[config.mk]
export PLATFORM = sky130hd
export DESIGN_NAME = ts_rx_analyzer_mlane
export DESIGN_NICKNAME = d
export VERILOG_FILES = /design/src/rtl/ts_rx_analyzer_mlane.sv
export SDC_FILE = /design/constraint.sdc
export NUM_CORES = 1
export LEC_CHECK = 0
export CORE_AREA = 2 2 230 232
export CTS_CLUSTER_SIZE = 40
export DETAILED_ROUTE_END_ITERATION = 8
export DIE_AREA = 0 0 232 234
export PLACE_DENSITY = 0.44
export SETUP_SLACK_MARGIN = 0.1
export SLEW_MARGIN = 20
export SYNTH_ARGS = -nofsm -noshare
export SYNTH_HDL_FRONTEND = slang
export SYNTH_SLANG_ARGS = --single-unit
[constraint.sdc]
create_clock -name clk -period 2.8 [get_ports clk]
set_clock_uncertainty 0.05 [all_clocks]
set_input_delay 0.42 -clock clk [delete_from_list [all_inputs] [get_ports clk]]
set_output_delay 0.42 -clock clk [all_outputs]
set_load 0.02 [all_outputs]
[src/rtl/ts_rx_analyzer_mlane.sv]
`timescale 1ns/1ps
`default_nettype none
// ============================================================================
//  Module   : ts_rx_analyzer_mlane
//  Purpose  : Multi-lane TS1/TS2 receive analyzer. Each lane's received
//             ordered set is compared against the expectation armed for the
//             current LTSSM substate. Consecutive matches are counted per lane
//             and substate completion is flagged once every participating
//             lane reached the target and the TX side reports enough TS sent.
//  Ports    : clk, rst (async, active high)
//             ts_info/ts_update/ts_stop  - arm / abort control from the LTSSM
//             speed, cfg_*               - expected TS description
//             to_tsa_ts_sent_enough      - TX side completion
//             ts_valid/ts                - per-lane received TS
//             lane_cnt/lane_done         - per-lane progress
//             rx_enough/done/done_pulse  - completion indications
//             cur_info/cap_ctrl          - latched state info, lane-0 control
//  Revision : 1.0 - initial release
// ============================================================================
module ts_rx_analyzer_mlane #(
   parameter int LANES = 4,
   parameter int TS_W  = 128,
   parameter int CNT_W = 5
) (
   input  logic                   clk,
   input  logic                   rst,
   input  logic [7:0]             ts_info,
   input  logic                   ts_update,
   input  logic                   ts_stop,
   input  logic                   speed,
   input  logic                   cfg_type,
   input  logic [7:0]             cfg_link,
   input  logic [1:0]             cfg_link_mode,
   input  logic                   cfg_lane_chk,
   input  logic [CNT_W-1:0]       cfg_target,
   input  logic [LANES-1:0]       cfg_lane_mask,
   input  logic                   to_tsa_ts_sent_enough,
   input  logic [LANES-1:0]       ts_valid,
   input  logic [LANES*TS_W-1:0]  ts,
   output logic [LANES*CNT_W-1:0] lane_cnt,
   output logic [LANES-1:0]       lane_done,
   output logic                   rx_enough,
   output logic                   done,
   output logic                   done_pulse,
   output logic [7:0]             cur_info,
   output logic [7:0]             cap_ctrl
);

   localparam logic [CNT_W-1:0] CNT_ONE  = CNT_W'(1);
   localparam logic [7:0]       PAD_SYM  = 8'hF7;
   localparam logic [7:0]       COM_SYM  = 8'hBC;
   localparam logic [7:0]       TS1_ID8  = 8'h4A;
   localparam logic [7:0]       TS2_ID8  = 8'h45;
   localparam logic [7:0]       TS1_ID13 = 8'h1E;
   localparam logic [7:0]       TS2_ID13 = 8'h2D;

   typedef enum logic [1:0] {
      ST_IDLE  = 2'd0,
      ST_ARMED = 2'd1,
      ST_DONE  = 2'd2
   } state_t;

   state_t             state_q, state_d;
   logic [7:0]         info_q, info_d;
   logic               type_q, type_d;
   logic [7:0]         link_q, link_d;
   logic [1:0]         link_mode_q, link_mode_d;
   logic               lane_chk_q, lane_chk_d;
   logic [CNT_W-1:0]   target_q, target_d;
   logic [LANES-1:0]   mask_q, mask_d;
   logic               sent_q, sent_d;
   logic               rx_q, rx_d;
   logic [CNT_W-1:0]   cnt_q [LANES];
   logic [CNT_W-1:0]   cnt_d [LANES];
   logic [LANES-1:0]   lane_done_q, lane_done_d;
   logic [7:0]         cap_q, cap_d;

   logic [LANES-1:0]   match;
   logic [CNT_W-1:0]   tgt_eff;
   logic               clear;
   logic               arm_load;
   logic               count_en;

   // A programmed target of zero behaves as one.
   assign tgt_eff = (target_q == '0) ? CNT_ONE : target_q;

   // ---------------------------------------------------------------------
   // Per-lane match decode (latched cfg, live speed)
   // ---------------------------------------------------------------------
   for (genvar gi = 0; gi < LANES; gi++) begin : g_lane
      logic [7:0] b0, b1, b2, b6;
      logic       id_ok, link_ok, lane_ok;
      logic       unused_ts;

      assign b0 = ts[gi*TS_W +  0 +: 8];
      assign b1 = ts[gi*TS_W +  8 +: 8];
      assign b2 = ts[gi*TS_W + 16 +: 8];
      assign b6 = ts[gi*TS_W + 48 +: 8];
      // Remaining symbols carry nothing this block checks.
      assign unused_ts = ^ts[gi*TS_W +: TS_W];

      always_comb begin
         id_ok = 1'b0;
         if (speed) begin
            id_ok = (b0 == (type_q ? TS2_ID13 : TS1_ID13));
         end else begin
            id_ok = (b0 == COM_SYM) && (b6 == (type_q ? TS2_ID8 : TS1_ID8));
         end
         link_ok = 1'b1;
         case (link_mode_q)
            2'd1:    link_ok = (b1 == link_q);
            2'd2:    link_ok = (b1 == PAD_SYM);
            default: link_ok = 1'b1;
         endcase
         lane_ok = ~lane_chk_q | (b2 == 8'(gi));
      end

      assign match[gi] = id_ok & link_ok & lane_ok;
      assign lane_cnt[gi*CNT_W +: CNT_W] = cnt_q[gi];
   end

   // ---------------------------------------------------------------------
   // FSM next state
   // ---------------------------------------------------------------------
   always_comb begin
      state_d = state_q;
      if (ts_stop) begin
         state_d = ST_IDLE;
      end else if (ts_update) begin
         state_d = ST_ARMED;
      end else if ((state_q == ST_ARMED) && done) begin
         state_d = ST_DONE;
      end
   end

   // ---------------------------------------------------------------------
   // Datapath next state
   // ---------------------------------------------------------------------
   always_comb begin
      // Stop beats update; either one discards TS of the same cycle.
      clear       = ts_stop | ts_update;
      arm_load    = ts_update & ~ts_stop;
      count_en    = (state_q == ST_ARMED) & ~clear;

      info_d      = info_q;
      type_d      = type_q;
      link_d      = link_q;
      link_mode_d = link_mode_q;
      lane_chk_d  = lane_chk_q;
      target_d    = target_q;
      mask_d      = mask_q;
      if (arm_load) begin
         info_d      = ts_info;
         type_d      = cfg_type;
         link_d      = cfg_link;
         link_mode_d = cfg_link_mode;
         lane_chk_d  = cfg_lane_chk;
         target_d    = cfg_target;
         mask_d      = cfg_lane_mask;
      end

      sent_d = clear ? 1'b0
                     : (sent_q | ((state_q == ST_ARMED) & to_tsa_ts_sent_enough));

      // An empty mask must never complete.
      rx_d = ~clear & (mask_q != '0) & (&(lane_done_q | ~mask_q));

      lane_done_d = '0;
      for (int i = 0; i < LANES; i++) begin
         cnt_d[i] = cnt_q[i];
         if (clear) begin
            cnt_d[i] = '0;
         end else if (count_en && ts_valid[i]) begin
            if (match[i]) begin
               cnt_d[i] = (cnt_q[i] < tgt_eff) ? (cnt_q[i] + CNT_ONE) : tgt_eff;
            end else begin
               cnt_d[i] = '0;
            end
         end
         lane_done_d[i] = (cnt_d[i] == tgt_eff);
      end

      cap_d = cap_q;
      if (count_en && ts_valid[0] && match[0]) begin
         cap_d = ts[40 +: 8];
      end
   end

   // ---------------------------------------------------------------------
   // Registers
   // ---------------------------------------------------------------------
   always_ff @(posedge clk or posedge rst) begin
      if (rst) begin
         state_q     <= ST_IDLE;
         info_q      <= '0;
         type_q      <= 1'b0;
         link_q      <= '0;
         link_mode_q <= '0;
         lane_chk_q  <= 1'b0;
         target_q    <= '0;
         mask_q      <= '0;
         sent_q      <= 1'b0;
         rx_q        <= 1'b0;
         lane_done_q <= '0;
         cap_q       <= '0;
         for (int i = 0; i < LANES; i++) begin
            cnt_q[i] <= '0;
         end
      end else begin
         state_q     <= state_d;
         info_q      <= info_d;
         type_q      <= type_d;
         link_q      <= link_d;
         link_mode_q <= link_mode_d;
         lane_chk_q  <= lane_chk_d;
         target_q    <= target_d;
         mask_q      <= mask_d;
         sent_q      <= sent_d;
         rx_q        <= rx_d;
         lane_done_q <= lane_done_d;
         cap_q       <= cap_d;
         for (int i = 0; i < LANES; i++) begin
            cnt_q[i] <= cnt_d[i];
         end
      end
   end

   assign lane_done  = lane_done_q;
   assign rx_enough  = rx_q;
   assign done       = rx_q & sent_q;
   // Leaving ARMED on the first done cycle limits this to one pulse per arm.
   assign done_pulse = (state_q == ST_ARMED) & done;
   assign cur_info   = info_q;
   assign cap_ctrl   = cap_q;

endmodule
`default_nettype wire

==> impl_metrics.tcl <==
set metrics [dict create \
    numCtsBuffers 9 \
    synthDistinctLibCells 82 \
    critPathSlowestCell "or4_1" \
    async_flop_share_pct 100 \
    grt_pass1_vias 6045 \
    wl_mm 29.1 \
    cp_data_arrival_time_ns 2.78 \
    setup_ws_ns 0.200 \
    fillers 5837 \
    cellLeakagePower_nw 3.64 \
    drive_above_1_share_pct 16.4 \
    area_delta_synth_final_pct 70.4 \
    reg2reg_depth 8 \
    status "finished, final reports clean" \
    hold_path.class "input port to async pin" \
    crit_path_max_fanout 13 \
    final_core_util_pct 17.9 \
    ys.flop_type "dfrtp_1" \
    comb_power_share_pct 37.3 \
    r2r-start "link_mode_q[1]" \
    tightest_slew_ns 0.600 \
    clk_path_buf_depth 2 \
    synth.net_count 1211 \
    grt_overflow 0 \
    critical_path.top_delay_family "simple AND/OR/NAND/NOR gates" \
    htree_num_levels 3 \
    remaining_drc_errors 0 \
    drt_pass1_iterations 6 \
    netlist_instances 639 \
    final_area_mm2 0.00930 \
    vias 6131 \
    dp_hpwl_mm 24.0 \
    slew_headroom_pct 59.9 \
    rows 84 \
    seq_area_frac_synth_pct 29.8 \
    finalSetupTns_ns 0 \
    grt.total_usage_pct 10.7 \
    rsz0062_at_grt "true" \
    place_area_mm2 0.00892 \
    clk_latency_ns 0.36 \
    fin_crit_sh_pct 92.8 \
    gp_congestion 0.766 \
    p_per_area_mw_per_mm2 371 \
    cp_data_required_time_ns 2.99 \
    drtIter0Drc 528 \
    wl_per_cell_um 18.1 \
    io_pins 594 \
    clk_pin_slew_ns 0.05 \
    grt_pass1_wl_mm 41.2 \
    grt_max_degree 25 \
    power.switching_mw 1.17 \
    core_region_area_mm2 0.0520 \
    place_ws_ns -0.652 \
    rrSetupSlack_ns 0.20 \
    antenna_found_initial 4 \
    vias_per_cell 3.83 \
    die_width_um 232 \
    dieArea_mm2 0.0543 \
    timing.fmax_mhz 385 \
    setup_viol 0 \
    crit-reg2reg-capture "cap_ctrl[2]" \
    hold_viol_final 0 \
    finalMaxSlewViolations 0 \
    syn_area_per_cell_um2 8.54 \
    ant_nets 0 \
    maxCapViolations 0 \
    cts_root_buf "clkbuf_16" \
    synth-warning-count 0 \
    initial_utilization_pct 10.5 \
    cp_cell_sequence "ha_4, bufbuf_16, or4_1, o21ai_2, a41oi_4, nor2_4, buf_12, mux2_1" \
    postCtsHoldBufs 0 \
    slowest_delay_ns 0.53 \
    portBuffers 217 \
    power.internal_mw 2.28 \
    cts_tree "built" \
    cts.sink_count 65 \
    finalCriticalPeriod_ns 2.60 \
    p_clk_share_pct 31.0 \
    vdd_drop_max_mv 0.204 \
    p_sw_share_pct 33.8 \
    crit_buf_inv 2 \
    nNetsFinal 1478 \
    cp-end-kind "flop" \
    pwr-share-seq_pct 31.7 \
    synth-seq-cells 65 \
    fp.dieH_um 234 \
    netlist_area_mm2 0.00546 \
    start_kind "flop" \
    crit_type "flop to flop" \
    synth-edff-count 0 \
]
[worst register-to-register path, cell delays in order (launching register included)]
cell and delay, ns:
dfrtp_1 0.40, ha_4 0.19, bufbuf_16 0.28, or4_1 0.53, o21ai_2 0.13, a41oi_4 0.20
nor2_4 0.23, buf_12 0.16, mux2_1 0.32
[synthesized netlist by cell type, drive strengths merged, types with 3 or more instances]
cell type / instances / share of area [%]
a22oi: 8 / 1.1
o22ai: 8 / 0.92
or3: 3 / 0.44
buf: 25 / 2.8
a21o: 17 / 2.3
xor2: 6 / 0.96
a41oi: 3 / 0.76
nor2: 38 / 2.9
a31oi: 6 / 0.69
clkbuf: 14 / 0.96
and3: 3 / 0.34
o21a: 6 / 0.83
nand4b: 8 / 1.3
nor3: 30 / 2.8
or2: 3 / 0.34
nor4bb: 5 / 0.92
nor4b: 11 / 2.0
a222oi: 4 / 0.73
and2: 3 / 0.34
nand2: 66 / 4.6
nor2b: 3 / 0.34
a22o: 11 / 1.8
a221oi: 3 / 0.71
inv: 25 / 1.7
nor4: 6 / 0.80
a211oi: 4 / 0.64
xnor2: 13 / 2.1
ha: 21 / 4.8
o2111ai: 4 / 0.64
mux2i: 15 / 2.8
mux2: 27 / 5.6
nor3b: 6 / 0.92
o211ai: 6 / 0.83
o21ai: 53 / 4.9
nand3: 25 / 2.3
o31ai: 4 / 0.55
dfrtp: 65 / 30
a21oi: 44 / 4.2
nand4: 3 / 0.34
[routing by layer]
layer	vias up	track usage (%)	routed length [um]
met1	2905	14.2	13300
met3	17	3.11	2360
met2	252	17.1	13100
li1	2957	-	-
met5	-	0	0
met4	0	1.98	297
[cells by family after synthesis]
group,after synthesis,synth area share (%)
and+or+nand+nor,226,22.9
xor gates and xnor gates,19,3.05
AOI/OAI and AO/OA,200,25.1
buffers and inverters,65,5.59
adders and majority gates,21,4.82
muxes,43,8.74
DFF,65,29.8
[power groups by stage]
stage | clock (mW) | combinational, mW | sequential [mW]
after floorplan | 0 | 0.595 | 1.08
after global placement | 0 | 1.23 | 1.11
after detailed placement | 0 | 1.24 | 1.11
after CTS | 1.13 | 1.29 | 1.09
after global routing | 1.16 | 1.40 | 1.10
final | 1.07 | 1.29 | 1.09
[timing repair]
item,CTS,global route
pin swaps,3,4
setup endpoints to repair,9,15
buffers inserted,1,0
cloned,1,0
gates resized for setup,6,10
[how the worst max path moves through the flow]
stage / startpoint / end / slack, ns / cells after the start
global placement: speed / lane_done[1] / -0.65 / 10
global route: link_mode_q[0] / lane_done[2] / 0.09 / 12
CTS: link_mode_q[1] / cap_ctrl[4] / 0.10 / 8
finish: link_mode_q[1] / cap_ctrl[2] / 0.20 / 8
floorplan: target_q[1] / lane_done[3] / 0.20 / 13
detailed placement: speed / lane_done[1] / -0.65 / 10
[cell usage in the layout, fill, tap and decap left out, types with 20 or more instances in the layout]
master,netlist,final
a21oi_1,41,41
buf_4,4,71
clkdlybuf4s50_1,0,216
dfrtp_1,65,65
ha_1,21,20
inv_1,24,22
mux2_2,21,21
nand2_1,65,65
nand3_1,25,25
nor2_1,35,35
nor3_1,29,29
o21ai_0,42,42
[area by class of cell]
cell class	instances	area, um^2	area share (%)
Antenna cell	4	10.0	0.108
Clock buffer	12	246	2.65
Clock inverter	3	17.5	0.188
Inverter	26	97.6	1.05
Multi-Input combinational cell	509	3580	38.5
Sequential cell	65	1630	17.5
Tap cell	688	861	9.26
Timing Repair Buffer	295	2850	30.7
[sequential cells by signal, summed over array words and instances, names as in the netlist]
signal and count:
lane_cnt 20, cap_ctrl 8, cur_info 8, link_q 8
target_q 5, lane_done 4, mask_q 4, link_mode_q 2
state_q 2, lane_chk_q 1, rx_enough 1, sent_q 1
type_q 1
[stage by stage]
step / std cells / power [mW] / hold slack (ns)
2_1_floorplan: 639 / 1.68 / 0.404
3_3_place_gp: 1581 / 2.34 / 0.427
3_5_place_dp: 1581 / 2.35 / 0.435
4_1_cts: 1598 / 3.51 / 0.411
5_1_grt: 1599 / 3.67 / 0.439
6_report: 1602 / 3.45 / 0.403
Note: power is estimated with default switching activity, not from simulation.
